[src/rtl/hzd_pkg.sv]
// Shared types and limits for the pipeline hazard controller.
package hzd_pkg;

    typedef enum logic [1:0] {
        FWD_REG   = 2'b00,
        FWD_EXMEM = 2'b10,
        FWD_MEMWB = 2'b01
    } fwd_sel_t;

    typedef enum logic [1:0] {
        StRun,
        StLuStall,
        StMemWait
    } hzd_state_t;

    localparam int unsigned LOAD_LAT_MAX = 7;

endpackage

[src/rtl/fwd_sel.sv]
// One EX operand's forward select; EX/MEM result wins over MEM/WB, x0 is never forwarded.
module fwd_sel
    import hzd_pkg::*;
#(
    parameter int unsigned REG_AW = 5
) (
    input  logic [REG_AW-1:0] rs,
    input  logic              rs_used,
    input  logic              exmem_reg_write,
    input  logic [REG_AW-1:0] exmem_rd,
    input  logic              memwb_reg_write,
    input  logic [REG_AW-1:0] memwb_rd,
    output fwd_sel_t          sel
);

    always_comb begin
        sel = FWD_REG;
        if (rs_used) begin
            if (exmem_reg_write && (exmem_rd != '0) && (exmem_rd == rs)) begin
                sel = FWD_EXMEM;
            end else if (memwb_reg_write && (memwb_rd != '0) && (memwb_rd == rs)) begin
                sel = FWD_MEMWB;
            end
        end
    end

endmodule

[src/rtl/pipe_hazard_ctrl.sv]
// Forwarding, load-use stall, data-memory freeze and branch flush control for the 5-stage pipeline.
// Optional perf counters (stall_cycles, flush_count) are built when HZD_PERF_CNT_EN is defined.
module pipe_hazard_ctrl
    import hzd_pkg::*;
#(
    parameter int unsigned REG_AW   = 5,
    parameter int unsigned LOAD_LAT = 1,
    parameter int unsigned CNT_W    = 32
) (
    input  logic              clk,
    input  logic              rst_n,
    input  logic [REG_AW-1:0] ifid_rs1,
    input  logic [REG_AW-1:0] ifid_rs2,
    input  logic              ifid_rs1_used,
    input  logic              ifid_rs2_used,
    input  logic [REG_AW-1:0] idex_rs1,
    input  logic [REG_AW-1:0] idex_rs2,
    input  logic              idex_rs2_used,
    input  logic              idex_mem_read,
    input  logic [REG_AW-1:0] idex_rd,
    input  logic              exmem_reg_write,
    input  logic [REG_AW-1:0] exmem_rd,
    input  logic              exmem_mem_read,
    input  logic              memwb_reg_write,
    input  logic [REG_AW-1:0] memwb_rd,
    input  logic              dmem_ready,
    input  logic              branch_taken,
    output logic [1:0]        forward_a,
    output logic [1:0]        forward_b,
    output logic              pc_write,
    output logic              ifid_write,
    output logic              idex_bubble,
    output logic              exmem_write,
    output logic              flush
`ifdef HZD_PERF_CNT_EN
    ,
    output logic [CNT_W-1:0]  stall_cycles,
    output logic [CNT_W-1:0]  flush_count
`endif
);

    localparam logic [2:0] LuReload = 3'(LOAD_LAT - 1);

    fwd_sel_t   fwd_a, fwd_b;
    hzd_state_t state_q, state_d, eff_state;
    logic [2:0] cnt_q, cnt_d;
    logic       load_use, mem_wait;
    logic       pc_w, ifid_w, bubble, exmem_w, flush_w;

    fwd_sel #(.REG_AW(REG_AW)) u_fwd_a (
        .rs              (idex_rs1),
        .rs_used         (1'b1),
        .exmem_reg_write (exmem_reg_write),
        .exmem_rd        (exmem_rd),
        .memwb_reg_write (memwb_reg_write),
        .memwb_rd        (memwb_rd),
        .sel             (fwd_a)
    );

    fwd_sel #(.REG_AW(REG_AW)) u_fwd_b (
        .rs              (idex_rs2),
        .rs_used         (idex_rs2_used),
        .exmem_reg_write (exmem_reg_write),
        .exmem_rd        (exmem_rd),
        .memwb_reg_write (memwb_reg_write),
        .memwb_rd        (memwb_rd),
        .sel             (fwd_b)
    );

    assign load_use = idex_mem_read && (idex_rd != '0) &&
                      ((ifid_rs1_used && (idex_rd == ifid_rs1)) ||
                       (ifid_rs2_used && (idex_rd == ifid_rs2)));
    assign mem_wait = exmem_mem_read && !dmem_ready;

    always_ff @(posedge clk or negedge rst_n) begin
        if (!rst_n) begin
            state_q <= StRun;
            cnt_q   <= 3'd0;
        end else begin
            state_q <= state_d;
            cnt_q   <= cnt_d;
        end
    end

    always_comb begin
        state_d   = state_q;
        cnt_d     = cnt_q;
        pc_w      = 1'b1;
        ifid_w    = 1'b1;
        bubble    = 1'b0;
        exmem_w   = 1'b1;
        flush_w   = 1'b0;
        // The cycle memory completes behaves as the state being resumed.
        eff_state = state_q;
        if (state_q == StMemWait && !mem_wait) begin
            eff_state = (cnt_q == 3'd0) ? StRun : StLuStall;
        end

        if (mem_wait) begin
            pc_w    = 1'b0;
            ifid_w  = 1'b0;
            exmem_w = 1'b0;
            state_d = StMemWait;
        end else begin
            state_d = eff_state;
            unique case (eff_state)
                StRun: begin
                    if (branch_taken) begin
                        flush_w = 1'b1;
                    end else if (load_use) begin
                        pc_w   = 1'b0;
                        ifid_w = 1'b0;
                        bubble = 1'b1;
                        if (LOAD_LAT > 1) begin
                            state_d = StLuStall;
                            cnt_d   = LuReload;
                        end
                    end
                end
                StLuStall: begin
                    pc_w    = 1'b0;
                    ifid_w  = 1'b0;
                    bubble  = 1'b1;
                    cnt_d   = cnt_q - 3'd1;
                    state_d = (cnt_q == 3'd1) ? StRun : StLuStall;
                end
                default: state_d = StRun;
            endcase
        end
    end

    assign pc_write    = rst_n & pc_w;
    assign ifid_write  = rst_n & ifid_w;
    assign idex_bubble = !rst_n | bubble;
    assign exmem_write = rst_n & exmem_w;
    assign flush       = rst_n & flush_w;
    assign forward_a   = rst_n ? fwd_a : FWD_REG;
    assign forward_b   = rst_n ? fwd_b : FWD_REG;

`ifdef HZD_PERF_CNT_EN
    logic [CNT_W-1:0] stall_q, flush_q;

    // Stall and freeze cycles both hold the PC.
    always_ff @(posedge clk or negedge rst_n) begin
        if (!rst_n) begin
            stall_q <= '0;
            flush_q <= '0;
        end else begin
            if (!pc_w && stall_q != '1) stall_q <= stall_q + 1'b1;
            if (flush_w && flush_q != '1) flush_q <= flush_q + 1'b1;
        end
    end

    assign stall_cycles = stall_q;
    assign flush_count  = flush_q;
`else
    logic unused_cnt_w;
    assign unused_cnt_w = ^CNT_W;
`endif

endmodule

[config.mk]
export PLATFORM = sky130hd
export DESIGN_NAME = pipe_hazard_ctrl
export DESIGN_NICKNAME = d
export VERILOG_FILES = /design/src/rtl/hzd_pkg.sv /design/src/rtl/fwd_sel.sv /design/src/rtl/pipe_hazard_ctrl.sv
export SDC_FILE = /design/constraint.sdc
export NUM_CORES = 1
export LEC_CHECK = 0
export ABC_AREA = 1
export BUFFER_PORTS_ARGS = -buffer_cell sky130_fd_sc_hd__buf_4
export CAP_MARGIN = 20
export CORE_MARGIN = 2
export CORE_UTILIZATION = 35
export CTS_CLUSTER_SIZE = 12
export DETAILED_ROUTE_END_ITERATION = 10
export PLACE_DENSITY = 0.69
export SLEW_MARGIN = 20
export SYNTH_ARGS = -nofsm -noshare
export SYNTH_HDL_FRONTEND = slang
export SYNTH_SLANG_ARGS = --single-unit
[constraint.sdc]
create_clock -name clk -period 1.9 [get_ports clk]
set_input_delay 0.19 -clock clk [delete_from_list [all_inputs] [get_ports clk]]
set_output_delay 0.19 -clock clk [all_outputs]
set_load 0.05 [all_outputs]
======== Word level (Yosys, flattened, before mapping) ========
Index checks and enable logic that the tools add are counted.
storage, ports and cells
  memory bits (writable) .................. 0
  register bits after elaboration ......... 5
  bits of input ports ..................... 46
  memories kept ........................... 0
  latch bits .............................. 0
  bits in read-only memories .............. 0
cells by class
  muxes and demuxes ....................... 24
  divide/modulo/power cells ............... 0
  equality and inequality tests ........... 9
  shift-type cells ........................ 0
  $add $sub $neg .......................... 1
  reduce and logical (&&, ||, !) cells .... 22
  order comparisons ....................... 0
  bitwise logic cells ..................... 5
  $mul .................................... 0
operator list
  operator               count
  $eq A5 B5 Y1           6
  $reduce_bool A5 Y1     3
  $mux W1                14
  $mux W2                7
  $logic_and A1 B1 Y1    12
  $pmux W1 S2            2
  $pmux W2 S2            1
  $and A1 B1 Y1          3
  $eq A3 B1 Y1 const B   1
  $logic_not A1 Y1       3
  $logic_not A3 Y1       1
  $sub A3 B1 Y3 const B  1
  $eq A2 B1 Y1 const B   1
  $eq A2 B2 Y1 const B   1
  $logic_not A2 Y1       1
  $reduce_and A2 Y1      1
  $logic_or A1 B1 Y1     1
  $not A1 Y1             1
  $or A1 B1 Y1           1

======== Depth between registers and ports, before layout ========
  depth in word-level cells ............... 9
  gate-level depth with buffers ........... 10

======== Cells and area by module ========
Synthesis repeated with hierarchy kept, for this count alone.
second synthesis, totals
  cells, all modules ...................... 227
  area, all modules ....................... 1,066.0 µm²
modules (own cells, without submodules)
  module            area each (µm²)  cells each  instances  seq. area each (µm²)
  pipe_hazard_ctrl  585.6            107         1          125.1
  fwd_sel           240.2            60          2          0.0

======== Least setup slack after synthesis ========
No wires, ideal clock.
  path kind ............................... input to output
  from .................................... in dmem_ready
  to ...................................... out pc_write
  arrival ................................. 2,223 ps
  cell stages on the path ................. 7
  required time ........................... 1,710 ps
  setup slack ............................. -513 ps
  cell sequence ........................... inv_1 nand2_2 inv_1 nor2_1 inv_1 nor2_1 buf_4
between the ends
  longest elaborated chain between the ends .. 9
  elaborated cells on any way between the ends .. 10
  those cells by class .................... eq/ne: 1; mux: 3; bitwise: 1; reduce/logical: 5
ends and longest elaborated chain
  item                                                     RTL line                RTL
  start, declared                                          pipe_hazard_ctrl.sv:26  input logic dmem_ready,
  $logic_not A1 Y1 *                                       pipe_hazard_ctrl.sv:73  assign mem_wait = exmem_mem_read && !dmem_ready;
  $logic_and A1 B1 Y1 *                                    pipe_hazard_ctrl.sv:73
  $logic_not A1 Y1                                         pipe_hazard_ctrl.sv:95  if (state_q == StMemWait && !mem_wait) begin
  $logic_and A1 B1 Y1                                      pipe_hazard_ctrl.sv:95
  $mux W2                                                  pipe_hazard_ctrl.sv:95
  $eq A2 B1 Y1 / $logic_not A2 Y1 (equally long branches)  --
  $pmux W1 S2                                              --
  $mux W1 *                                                --
  $and A1 B1 Y1 *                                          --
  end, declared                                            pipe_hazard_ctrl.sv:30  output logic pc_write,
Mark *: on every way between the ends. The rest lies on a longest branch, timed or not.

======== Worst setup path after layout ========
  from .................................... reg cnt_q[1]
  to ...................................... out idex_bubble
between the ends
  longest elaborated chain between the ends .. 7
  elaborated cells on any way between the ends .. 8
  those cells by class .................... eq/ne: 1; mux: 4; bitwise: 1; reduce/logical: 2
ends and longest elaborated chain
  item                                                     RTL line                 RTL
  start, declared                                          pipe_hazard_ctrl.sv:46   logic [2:0] cnt_q, cnt_d;
  start signal, assigned                                   pipe_hazard_ctrl.sv:81   cnt_q <= cnt_d;
  $logic_not A3 Y1 *                                       pipe_hazard_ctrl.sv:96   eff_state = (cnt_q == 3'd0) ? StRun : StLuStall;
  $mux W1 *                                                pipe_hazard_ctrl.sv:96
  $mux W2 *                                                pipe_hazard_ctrl.sv:95
  $eq A2 B1 Y1 / $logic_not A2 Y1 (equally long branches)  pipe_hazard_ctrl.sv:106  unique case (eff_state)
  $pmux W1 S2 *                                            pipe_hazard_ctrl.sv:106
  $mux W1 *                                                pipe_hazard_ctrl.sv:99   if (mem_wait) begin
  $or A1 B1 Y1 *                                           pipe_hazard_ctrl.sv:134  assign idex_bubble = !rst_n | bubble;
  end, declared                                            pipe_hazard_ctrl.sv:32   output logic idex_bubble,
Marks and branches as above.

==> out/qor.txt <==
Seq/Total Area, Yosys: 14.7%
leading cell types in the layout, fill and taps excluded: 54 x buf_4, 46 x nand2_1, 25 x inv_1, 25 x nor2_1, 11 x xor2_1
Max Clk Rate: 517 MHz
skew final: 0.00509 ns
register-to-register setup slack: 0.38 ns
leading cell type in the layout, fill and taps excluded: buf_4
die footprint: 2850 µm²
slowest stage delay, CP: 0.35 ns
Power Dens Cells: 636 nW/µm²
CTS Buffer Depth: 2
DR pass1 iterations: 4
Buffers on Ports: 54
total global routing track utilization: 18.3%
setup ws final: -0.0335 ns
fin crit period: 1.93 ns
Sequential Area: 125 µm²
Peak VDD IR: 0.000550 V
CP endpoint kind: output port
io pins: 55
WP data required: 1.71 ns
TritonCTS Buffers: 3
Synth Register Bits: 5
Hold/Removal Path Class: input pin to async pin
Worst Hold Slack: 0.299 ns
critical path arrival: 1.74 ns
Die Span Y: 53.4 µm
final setup vio count: 3
RSZ-0062 raised after global routing: true
startpoint types: flip-flop
Final nets: 265
fraction of layout cells with a size suffix above 1: 35.8%
root buffer cell: clkbuf_4
Mean Syn Cell Area: 5.58 µm²
GPL Wtd Cong: 0.788
Syn Inst Count: 153
clk sinks: 5
area occupied by multi-input gates: 676 µm²
worst skew pair latency: 0.24 ns
Worst-path clk slew: 0.04 ns
Slew headroom: 72.4%
Die W: 53.4 µm
Area growth syn-to-layout: 68.2%
Residual DRC: 0
CORE AREA: 2250 µm²
Initial Util: 37.8%
Flop pwr share: 18.6%
WS Path Type: flip-flop to output port
total power: 0.913 mW
Worst path slowest cell: dfrtp_1
ANT cells: 0
internal power: 0.521 mW
CTS tree: built
failing checks: setup timing
final slew viol count: 0
Remaining Overflow, GRT: 0
Tcrit/Tclk final: 102%
CP Cell Sequence: inv_2 > ha_4 > ha_4 > nand3b_1 > nand2_1 > nand2_2 > nand2_2 > nand2_1 > nand2_1 > buf_6
WL per Instance: 9.76 µm
aggregate routed wire length: 2.37 mm
via count: 1,093
Static Leakage: 0.828 nW
crit path max fanout: 2
Avg Vias per Cell: 4.50
Final Hold Fails: 0
DRT antenna net count: 0
CTS H-Tree Depth: 1
post-DP HPWL: 1.99 mm
switching share of power: 43.0%
worst r2r path cells: 10
initial antenna violation count: 0
# fillers: 206
global-route wire length before repair: 3.88 mm
Distinct cells, synth: 19
row count: 17
synthesis warning total: 0
Logic pwr share: 68.1%
1st-iter DRT viols: 6
Clk network pwr share: 13.3%
slew of the pin with the lowest slew margin: 0.409 ns
final core utilization: 63.7%
run status: complete, but fails checks
Max Cap Viol: 0
setup TNS: -0.0734 ns
number of global-route vias before repair: 1,044
syn_nets: 202
Mapped Area: 853 µm²
most used cell, CP: nand2_1
r2r startpoint: cnt_q[1]
largest net degree at the start of global routing: 9
FF-to-FF End: cnt_q[2]
Psw: 0.392 mW
==> Yosys cell counts <==
library cell / instances / area [µm²]
o21ai_0: 2 / 10.0
buf_4: 1 / 7.51
nand2_1: 47 / 176
inv_2: 1 / 3.75
nand3_1: 7 / 35.0
xnor2_1: 8 / 70.1
nor2_1: 28 / 105
ha_1: 3 / 37.5
nand2_2: 2 / 12.5
nor2_4: 1 / 11.3
xor2_1: 11 / 96.3
nand4_1: 2 / 12.5
dfrtp_1: 5 / 125
a21oi_1: 1 / 5.00
o21ai_1: 3 / 15.0
nand3b_1: 1 / 7.51
or2_2: 1 / 6.26
nor3b_1: 2 / 15.0
inv_1: 27 / 101
==> state kept, by name, indices dropped and copies added (netlist names) <==
register / count
cnt_q: 3
state_q: 2
==> power groups by stage <==
stage	Sequential [mW]	Clock, mW	Combinational, mW
4_1_cts	0.167	0.128	0.520
2_1_floorplan	0.168	0	0.308
3_5_place_dp	0.173	0	0.465
3_3_place_gp	0.169	0	0.453
6_report	0.170	0.121	0.622
5_1_grt	0.176	0.136	0.698
==> worst max-delay path by stage <==
stage	startpoint	endpoint
final	cnt_q[1]	idex_bubble
after global routing	cnt_q[1]	idex_bubble
after CTS	cnt_q[1]	idex_bubble
after detailed placement	cnt_q[0]	pc_write
after global placement	cnt_q[0]	pc_write
after floorplan	cnt_q[0]	pc_write
==> cell type report <==
| cell class | count | share of cell area, % |
|---|---|---|
| Inverter | 28 | 7.32 |
| Tap cell | 28 | 2.44 |
| Timing Repair Buffer | 59 | 32.6 |
| Sequential cell | 5 | 8.72 |
| Clock buffer | 4 | 1.83 |
| Multi-Input combinational cell | 119 | 47.1 |
==> logic make-up (layout without fill, tap and decap cells) <==
family,after synthesis,count (layout),share of synthesized area (%)
compound gates,6,6,3.52
xor+xnor,19,19,19.5
flops,5,5,14.7
buf+inv,29,91,13.2
fa+ha+maj,3,3,4.40
simple gates,91,91,44.7
==> critical path, delay by kind of cell, from the launching register on <==
family,cells,cell delay [ns]
flops,1,0.35
fa+ha+maj,2,0.30
simple gates,6,0.63
buf+inv,2,0.22
==> metal layers <==
| metal | share of wire (%) | global-route usage, % | vias to the layer above |
|---|---|---|---|
| met5 | 0 | 0 | - |
| met4 | 1.4 | 7.69 | 0 |
| met1 | 40 | 18.5 | 462 |
| met2 | 51 | 35.2 | 48 |
| li1 | - | - | 579 |
| met3 | 8.1 | 3.95 | 4 |
==> what timing repair did <==
item | CTS | global route
pin swaps | 2 | 5
hold buffers | 1 | 0
setup buffers | 2 | 2
setup endpoints to repair | 3 | 4
gates cloned | 0 | 0
endpoints found under the hold margin | 5 | 0
gates resized for setup | 6 | 10
==> per-stage QoR <==
| stage | cells | instance area (µm²) | setup slack (ns) |
|---|---|---|---|
| final | 243 | 1440 | -0.0335 |
| after global routing | 243 | 1440 | -0.135 |
| after CTS | 241 | 1370 | 0.00521 |
| after detailed placement | 234 | 1310 | 0.135 |
| after global placement | 234 | 1310 | 0.191 |
| after floorplan | 153 | 877 | -0.00393 |
Note: power is estimated with default switching activity, not from simulation.
